$ cat src/rtl/rng_pkg.sv
// Shared defaults and helpers for the random range sampler.
//   WidthDef  : bits per candidate word
//   MaxDef    : exclusive upper bound of accepted values
//   DepthDef  : output FIFO depth
//   CntWDef   : reject counter width
//   ptr_w()   : FIFO address width for a given depth
package rng_pkg;

  localparam int unsigned WidthDef = 3;
  localparam int unsigned MaxDef   = 6;
  localparam int unsigned DepthDef = 2;
  localparam int unsigned CntWDef  = 16;

  // Address width of a FIFO of the given depth; never below 1 bit.
  function automatic int unsigned ptr_w(input int unsigned depth);
    return (depth > 1) ? $clog2(depth) : 1;
  endfunction

endpackage

$ cat src/rtl/sync_fifo_fwft.sv
// First-word-fall-through synchronous FIFO.
// Ports:
//   clk, rst : clock, synchronous active-high reset
//   push/din : write din when not full
//   pop      : drop the head entry when not empty
//   dout     : head entry, valid whenever !empty
//   full     : no free entry
//   empty    : no stored entry
module sync_fifo_fwft
  import rng_pkg::*;
#(
  parameter int unsigned W     = 3,
  parameter int unsigned DEPTH = 2
) (
  input  logic         clk,
  input  logic         rst,
  input  logic         push,
  input  logic         pop,
  input  logic [W-1:0] din,
  output logic [W-1:0] dout,
  output logic         full,
  output logic         empty
);

  localparam int unsigned PW = ptr_w(DEPTH);
  localparam logic [PW:0] PtrOne = {{PW{1'b0}}, 1'b1};

  // Pointers carry one extra wrap bit so full and empty are distinguishable.
  logic [PW:0]  wr_q, rd_q;
  logic [W-1:0] mem_q [DEPTH];
  logic         do_push, do_pop;

  always_comb begin
    empty   = (wr_q == rd_q);
    full    = (wr_q[PW] != rd_q[PW]) && (wr_q[PW-1:0] == rd_q[PW-1:0]);
    do_push = push && !full;
    do_pop  = pop && !empty;
    dout    = mem_q[rd_q[PW-1:0]];
  end

  always_ff @(posedge clk) begin
    if (rst) begin
      wr_q <= '0;
      rd_q <= '0;
    end else begin
      if (do_push) wr_q <= wr_q + PtrOne;
      if (do_pop)  rd_q <= rd_q + PtrOne;
    end
  end

  // Storage needs no reset; the pointers decide what is visible.
  always_ff @(posedge clk) begin
    if (do_push) mem_q[wr_q[PW-1:0]] <= din;
  end

endmodule

$ cat src/rtl/rng_range_sampler.sv
// Packs random bits into WIDTH-bit candidates and rejection-samples them so
// accepted values are uniform over 0..MAX-1, buffered in a FWFT FIFO.
// Ports:
//   clk, rst   : clock, synchronous active-high reset
//   bit_in     : random bit from the LFSR
//   bit_valid  : bit_in meaningful this cycle
//   bit_ready  : a bit is accepted this cycle (FIFO not full)
//   out_value  : FIFO head value
//   out_valid  : FIFO not empty
//   out_ready  : consumer takes out_value this cycle
//   reject_cnt : saturating count of rejected candidates
module rng_range_sampler
  import rng_pkg::*;
#(
  parameter int unsigned WIDTH = WidthDef,
  parameter int unsigned MAX   = MaxDef,
  parameter int unsigned DEPTH = DepthDef,
  parameter int unsigned CNT_W = CntWDef
) (
  input  logic             clk,
  input  logic             rst,
  input  logic             bit_in,
  input  logic             bit_valid,
  output logic             bit_ready,
  output logic [WIDTH-1:0] out_value,
  output logic             out_valid,
  input  logic             out_ready,
  output logic [CNT_W-1:0] reject_cnt
);

  if (WIDTH < 2 || WIDTH > 30 || MAX < 2 || MAX > (1 << WIDTH) || DEPTH < 2 ||
      (DEPTH & (DEPTH - 1)) != 0) begin : g_bad_params
    $fatal(1, "rng_range_sampler: illegal WIDTH/MAX/DEPTH");
  end

  localparam int unsigned CW = $clog2(WIDTH);
  localparam logic [CW-1:0]  LastCnt = CW'(WIDTH - 1);
  localparam logic [CW-1:0]  CntOne  = CW'(1);
  localparam logic [WIDTH:0] MaxVal  = (WIDTH + 1)'(MAX);

  logic [WIDTH-2:0] sr_q;
  logic [CW-1:0]    cnt_q;
  logic [CNT_W-1:0] rej_q;

  logic             full, empty;
  logic             bit_acc, word_done, cand_ok, push, reject;
  logic [WIDTH-1:0] candidate;

  always_comb begin
    bit_acc   = bit_valid && !full;
    word_done = bit_acc && (cnt_q == LastCnt);
    // First bit of a word ends up as the MSB.
    candidate = {sr_q, bit_in};
    cand_ok   = ({1'b0, candidate} < MaxVal);
    push      = word_done && cand_ok;
    reject    = word_done && !cand_ok;
  end

  always_ff @(posedge clk) begin
    if (rst) begin
      sr_q  <= '0;
      cnt_q <= '0;
      rej_q <= '0;
    end else begin
      if (bit_acc) begin
        sr_q  <= candidate[WIDTH-2:0];
        cnt_q <= word_done ? '0 : cnt_q + CntOne;
      end
      if (reject && (rej_q != '1)) rej_q <= rej_q + CNT_W'(1);
    end
  end

  sync_fifo_fwft #(
    .W     (WIDTH),
    .DEPTH (DEPTH)
  ) u_fifo (
    .clk   (clk),
    .rst   (rst),
    .push  (push),
    .pop   (out_ready),
    .din   (candidate),
    .dout  (out_value),
    .full  (full),
    .empty (empty)
  );

  // full/empty come straight from the pointer registers, so neither
  // handshake output depends combinationally on any input.
  always_comb begin
    bit_ready  = !full;
    out_valid  = !empty;
    reject_cnt = rej_q;
  end

endmodule

$ cat config.mk
export PLATFORM = sky130hd
export DESIGN_NAME = rng_range_sampler
export DESIGN_NICKNAME = d
export VERILOG_FILES = /design/src/rtl/rng_pkg.sv /design/src/rtl/sync_fifo_fwft.sv /design/src/rtl/rng_range_sampler.sv
export SDC_FILE = /design/constraint.sdc
export NUM_CORES = 1
export LEC_CHECK = 0
export ABC_AREA = 1
export BUFFER_PORTS_ARGS = -buffer_cell sky130_fd_sc_hd__buf_2
export CAP_MARGIN = 20
export CORE_MARGIN = 1
export CORE_UTILIZATION = 55
export DETAILED_ROUTE_END_ITERATION = 8
export PLACE_DENSITY = 0.78
export SLEW_MARGIN = 20
export SYNTH_ARGS = -nofsm -noshare
export SYNTH_HDL_FRONTEND = slang
export SYNTH_SLANG_ARGS = --single-unit
export TNS_END_PERCENT = 5
$ cat constraint.sdc
create_clock -name clk -period 1.8 [get_ports clk]
set_clock_uncertainty 0.15 [all_clocks]
set_input_delay 0 -clock clk [delete_from_list [all_inputs] [get_ports clk]]
set_output_delay 0 -clock clk [all_outputs]
set_load 0.05 [all_outputs]
; ---- Yosys cells after proc, flatten, opt, wreduce, memory -nomap -nowiden
; Memories as Yosys holds them, arrays and structs flattened. A register that Yosys moved wholly into a read port is not among the register bits.
; Cells that the tools add are included.
[classes]
muxes = 5
n_reduce_logical = 11
addsub = 4
eq_ne = 5
order_cmp = 1
[op_table]
columns = op, n
row1 = $add A16 B1 Y16 const B, 1
row2 = $ne A16 B16 Y1 const B, 1
row3 = $logic_and A1 B1 Y1, 8
row4 = $add A2 B1 Y2 const B, 3
row5 = $mux W1, 4
row6 = $logic_not A1 Y1, 3
row7 = $lt A3 B3 Y1 const B, 1
row8 = $eq A2 B2 Y1, 1
row9 = $eq A2 B2 Y1 const B, 1
row10 = $mux W2, 1
row11 = $eq A1 B1 Y1, 1
row12 = $ne A1 B1 Y1, 1
[totals]
memories = 1
regBits = 24
in_bits = 5
wordCells = 32
ramBits = 6
out_inout_bits = 21
[mem_list]
columns = name, words, word_bits, rd, rd_clocked_by_memory_dff, wr, line
row1 = u_fifo.mem_q, 2, 3, 1, 1, 1, sync_fifo_fwft.sv:30  ; logic [W-1:0] mem_q [DEPTH];

; ---- Logic depth before layout (Yosys ltp)
[logic_depth]
ltp_word = 9
mapped_depth = 10
mapped_depth_nobuf = 10

; ---- Cells and area by module
; Synthesis repeated with hierarchy kept, for this count alone.
[hier_totals]
cells_unflattened = 232
hier_area_um2 = 1666.6
[by_module_without_submodules]
columns = mod, seq_area_each_um2, area_each_um2, instances, cells_per_inst
row1 = rng_range_sampler, 400.4, 1154.9, 1, 176
row2 = sync_fifo_fwft, 280.3, 511.7, 1, 56

; ---- Worst setup path after synthesis
; Ideal clock, no wire load.
[synth_timing]
path_kind = flip-flop to flip-flop
start = reg rej_q[0], in the netlist reject_cnt[0]
end = reg rej_q[7], in the netlist reject_cnt[7]
path_stages_with_launch = 10
setup_ns = 0.117
required_time_ns = 1.533
slack_ns = -0.267
t_arrival_ns = 1.800
n_path_buf = 1
period_less_slack_ns = 2.067
cell_sequence = dfxtp_1 ha_1 nand2_2 nor2_4 nand3_2 nor2_4 buf_12 nor2_2 a21oi_1 nor2_1
[synth_between]
elab_chain_len = 2
word_cells_on_any_way = 3
classes_between = add/sub (1) / eq/ne (1) / reduce/logical (1)
[synth_lines]
columns = item, line
row1 = "start, declared", rng_range_sampler.sv:43  ; logic [CNT_W-1:0] rej_q;
row2 = "start signal, assigned", rng_range_sampler.sv:69  ; if (reject && (rej_q != '1)) rej_q <= rej_q + CNT_W'(1);
row3 = branches (longest 2 deep; another with $add A16 B1 Y16), n/a
; Parallel ways; which one is timed is not known.
; A chain may end at the register's enable or synchronous reset.

; ---- Worst setup path after layout
[layout_timing]
start = reg u_fifo.wr_q[0]
end = mem u_fifo.mem_q[1][2], enable pin
[layout_between]
elab_chain_len = 9
[layout_lines]
columns = item, line
row1 = "start, declared", sync_fifo_fwft.sv:29  ; logic [PW:0] wr_q, rd_q;
row2 = "start signal, assigned", sync_fifo_fwft.sv:46  ; if (do_push) wr_q <= wr_q + PtrOne;
row3 = $eq A1 B1 Y1, sync_fifo_fwft.sv:35  ; full = (wr_q[PW] != rd_q[PW]) && (wr_q[PW-1:0] == rd_q[PW-1:0]);
row4 = $logic_and A1 B1 Y1, sync_fifo_fwft.sv:35
row5 = $logic_not A1 Y1, "sync_fifo_fwft.sv:36, rng_range_sampler.sv:50"
row6 = $logic_and A1 B1 Y1, rng_range_sampler.sv:50  ; bit_acc = bit_valid && !full;
row7 = $logic_and A1 B1 Y1, rng_range_sampler.sv:51  ; word_done = bit_acc && (cnt_q == LastCnt);
row8 = $logic_and A1 B1 Y1, rng_range_sampler.sv:55  ; push = word_done && cand_ok;
row9 = $logic_and A1 B1 Y1, sync_fifo_fwft.sv:36  ; do_push = push && !full;
row10 = $mux W1, sync_fifo_fwft.sv:53  ; if (do_push) mem_q[wr_q[PW-1:0]] <= din;
row11 = $mux W1 (not written as such), sync_fifo_fwft.sv:53
row12 = "end, declared", sync_fifo_fwft.sv:30
; Parallel ways exist; a longest one is shown, timed or not.

==> flow_summary.yaml <==
clock_network:
  cts_sinks: 31
  clk_pin_slew_worst_paths_ps: 100
  cts_tree: "yes"
  htree_levels: 2
  clock_latency_ps: 330
  clock_tree.root_cell: "clkbuf_4"
  cts-buffers-inserted: 5
  post_cts_buffers: 0
  clk_path_buf_depth: 2
worst_setup_path:
  crit_top_cell: "nand2_1"
  crit_arrival_ps: 1630
  path_buf_inv: 2
  start_kind: "register"
  ff2ff_path_depth: 8
  crit_fanout: 5
  critPathKind: "register to register"
  crit_chain: "inv_2 > nand2_1 > nand2_1 > nand2_4 > nand2_1 > inv_1 > nand3_1 > nor2_1"
  crit_cells: 8
  cp.required_ps: 1670
  end_kind: "register"
  cp_slowest_cell: "dfxtp_1"
  critPathMaxStageDelay_ps: 410
  cp_top_family: "simple AND/OR/NAND/NOR gates"
  r2r_slack_ps: 30
power_and_ir_drop:
  finalPower_mw: 1.42
  ir_drop_mv: 0.674
  powerDensity_nw_per_um2: 713
  leakagePower_nw: 0.814
cells_and_area:
  nFillCells: 212
  syn_to_final_growth_pct: 20.9
  diodes: 0
  nNetsFinal: 265
  mostFrequentLayoutCell: "nand2_1"
  final_cell_mix: "nand2_1 (52), nor2_1 (39), buf_2 (25)"
  final_util_pct: 71.3
  final_cells: 290
  drive_above_1_share_pct: 31.7
die:
  die_h_um: 56.6
  die-area_um2: 3210
  core_um2: 2780
  io_pins: 26
  rows: 19
  start_util_pct: 59.0
  chipWidth_um: 56.6
sta:
  rsz0062_at_grt: "yes"
  relSlewSlack_pct: 69.2
  min_period_ps: 1770
  tightestPinTransition_ps: 461
  holdWs_ps: 211
  hold_viol: 0
  fmaxAchievable_mhz: 566
  finalMaxSlewViolations: 0
  final.setup.worst_slack_ps: 32.4
  post-route-period-util_pct: 98.2
  setup_violations: 0
synth:
  syn_avg_cell_area_um2: 7.53
  ys_types: 24
  yosys_register_bits: 31
  syn_nets: 225
  netlist_area_um2: 1640
  yosys_warnings: 0
  synth-seq-area-share_pct: 41.5
  syn_inst: 218
drt:
  routed-via-count: 1469
  wirelength_um: 3280
  first_pass_iters: 4
  viasPerCell: 5.07
  post_drt_wl_per_cell_um: 11.3
  drtIter0Drc: 63
  drc: 0
  postRouteAntennaNets: 0
global_route:
  antenna_found_initial: 0
  grt_max_degree: 23
  grt_overflow: 0
  grt_pass1_vias: 1300
  grt_pass1_wl_um: 5650
  grt_usage_pct: 23.1
flow_run:
  drv_cap: 0
place:
  io_buffers: 25
  post-place-ws_ps: 69.9
  dp_hpwl_um: 2320
  gp_congestion: 0.842
  placed_cells: 278
worst_hold_path:
  min_path_type: "primary input to register"
  hold_depth: 3
status:
  status: "finished clean"
-- synth_stat cells --
cell      instances  area [um^2]
a211oi_1          1         7.51
a21oi_1          16         80.1
buf_12            1         20.0
buf_4             1         7.51
buf_6             2         22.5
clkbuf_4          1         7.51
dfxtp_1          25          500
edfxtp_1          6          180
ha_1              2         25.0
inv_1            17         63.8
inv_2             2         7.51
mux2_2            3         33.8
nand2_1          52          195
nand2_2           3         18.8
nand3_1           9         45.0
nand3_2           8         80.1
nand4_1           6         37.5
nor2_1           41          154
nor2_2           11         68.8
nor2_4            4         45.0
nor3_1            1         5.00
o21ai_0           4         20.0
o21bai_1          1         7.51
xnor2_1           1         8.76
-- worst reg2reg max path: cells and delay by family, from the launching register on --
| family | cells | cell delay [ps] |
|---|---|---|
| flip-flops | 1 | 410 |
| buffers and inverters | 2 | 140 |
| AND/OR/NAND/NOR | 6 | 740 |
-- logic make-up after synthesis --
logic type,Yosys count,share of synthesized area (%)
DFF,31,41.5
muxes,3,2.06
buffers and inverters,24,7.85
AOI/OAI and AO/OA,22,7.01
adders and majority gates,2,1.52
and+or+nand+nor,135,39.6
xor gates and xnor gates,1,0.534
-- metrics by stage --
| step | TNS (ps) | cell area [um^2] |
|---|---|---|
| final | 0 | 1980 |
| after global routing | -319 | 1980 |
| after CTS | 0 | 1970 |
| after detailed placement | 0 | 1850 |
| after global placement | 0 | 1850 |
| after floorplan | -557 | 1650 |
-- what timing repair did --
item | 4_1_cts | 5_1_grt
hold buffers | 4 | 0
gates resized for setup | 0 | 7
endpoints found under the setup margin | 0 | 19
endpoints found under the hold margin | 15 | 0
-- cell type report --
type / count / area (um^2) / share of cell area [%]
Inverter: 19 / 71.3 / 3.59
Clock inverter: 3 / 38.8 / 1.95
Multi-Input combinational cell: 163 / 845 / 42.6
Clock buffer: 5 / 37.5 / 1.89
Timing Repair Buffer: 38 / 262 / 13.2
Sequential cell: 31 / 692 / 34.9
Tap cell: 31 / 38.8 / 1.95
-- state kept, by name, summed over array words and instances (netlist names), named ones only --
signal / count
reject_cnt: 16
cnt_q: 2
u_fifo.mem_q: 6
u_fifo.wr_q: 2
u_fifo.rd_q: 2
sr_q: 2
-- per-layer routing --
metal / vias up / global-route usage [%] / part of all wire, %
met5: - / 0 / 0
met1: 653 / 30.9 / 50
met4: 0 / 9.76 / 2.1
li1: 782 / - / -
met2: 26 / 35.0 / 43
met3: 8 / 6.22 / 4.3
-- power breakdown --
part	switching (mW)	internal (mW)	total, mW
logic	0.0941	0.0465	0.141
clock network	0.254	0.285	0.539
registers	0.0122	0.724	0.736
total	0.360	1.06	1.42
-- final timing paths --
kind                                                   from                           end
worst max-delay path            u_fifo.wr_q[0]$_SDFFE_PP0P_  u_fifo.mem_q[1][2]$_DFFE_PP_
worst min-delay path                                    rst   u_fifo.wr_q[1]$_SDFFE_PP0P_
worst max register to register  u_fifo.wr_q[0]$_SDFFE_PP0P_  u_fifo.mem_q[1][2]$_DFFE_PP_
worst min register to register        cnt_q[0]$_SDFFE_PP0P_         cnt_q[0]$_SDFFE_PP0P_
Note: power is estimated with default switching activity, not from simulation.
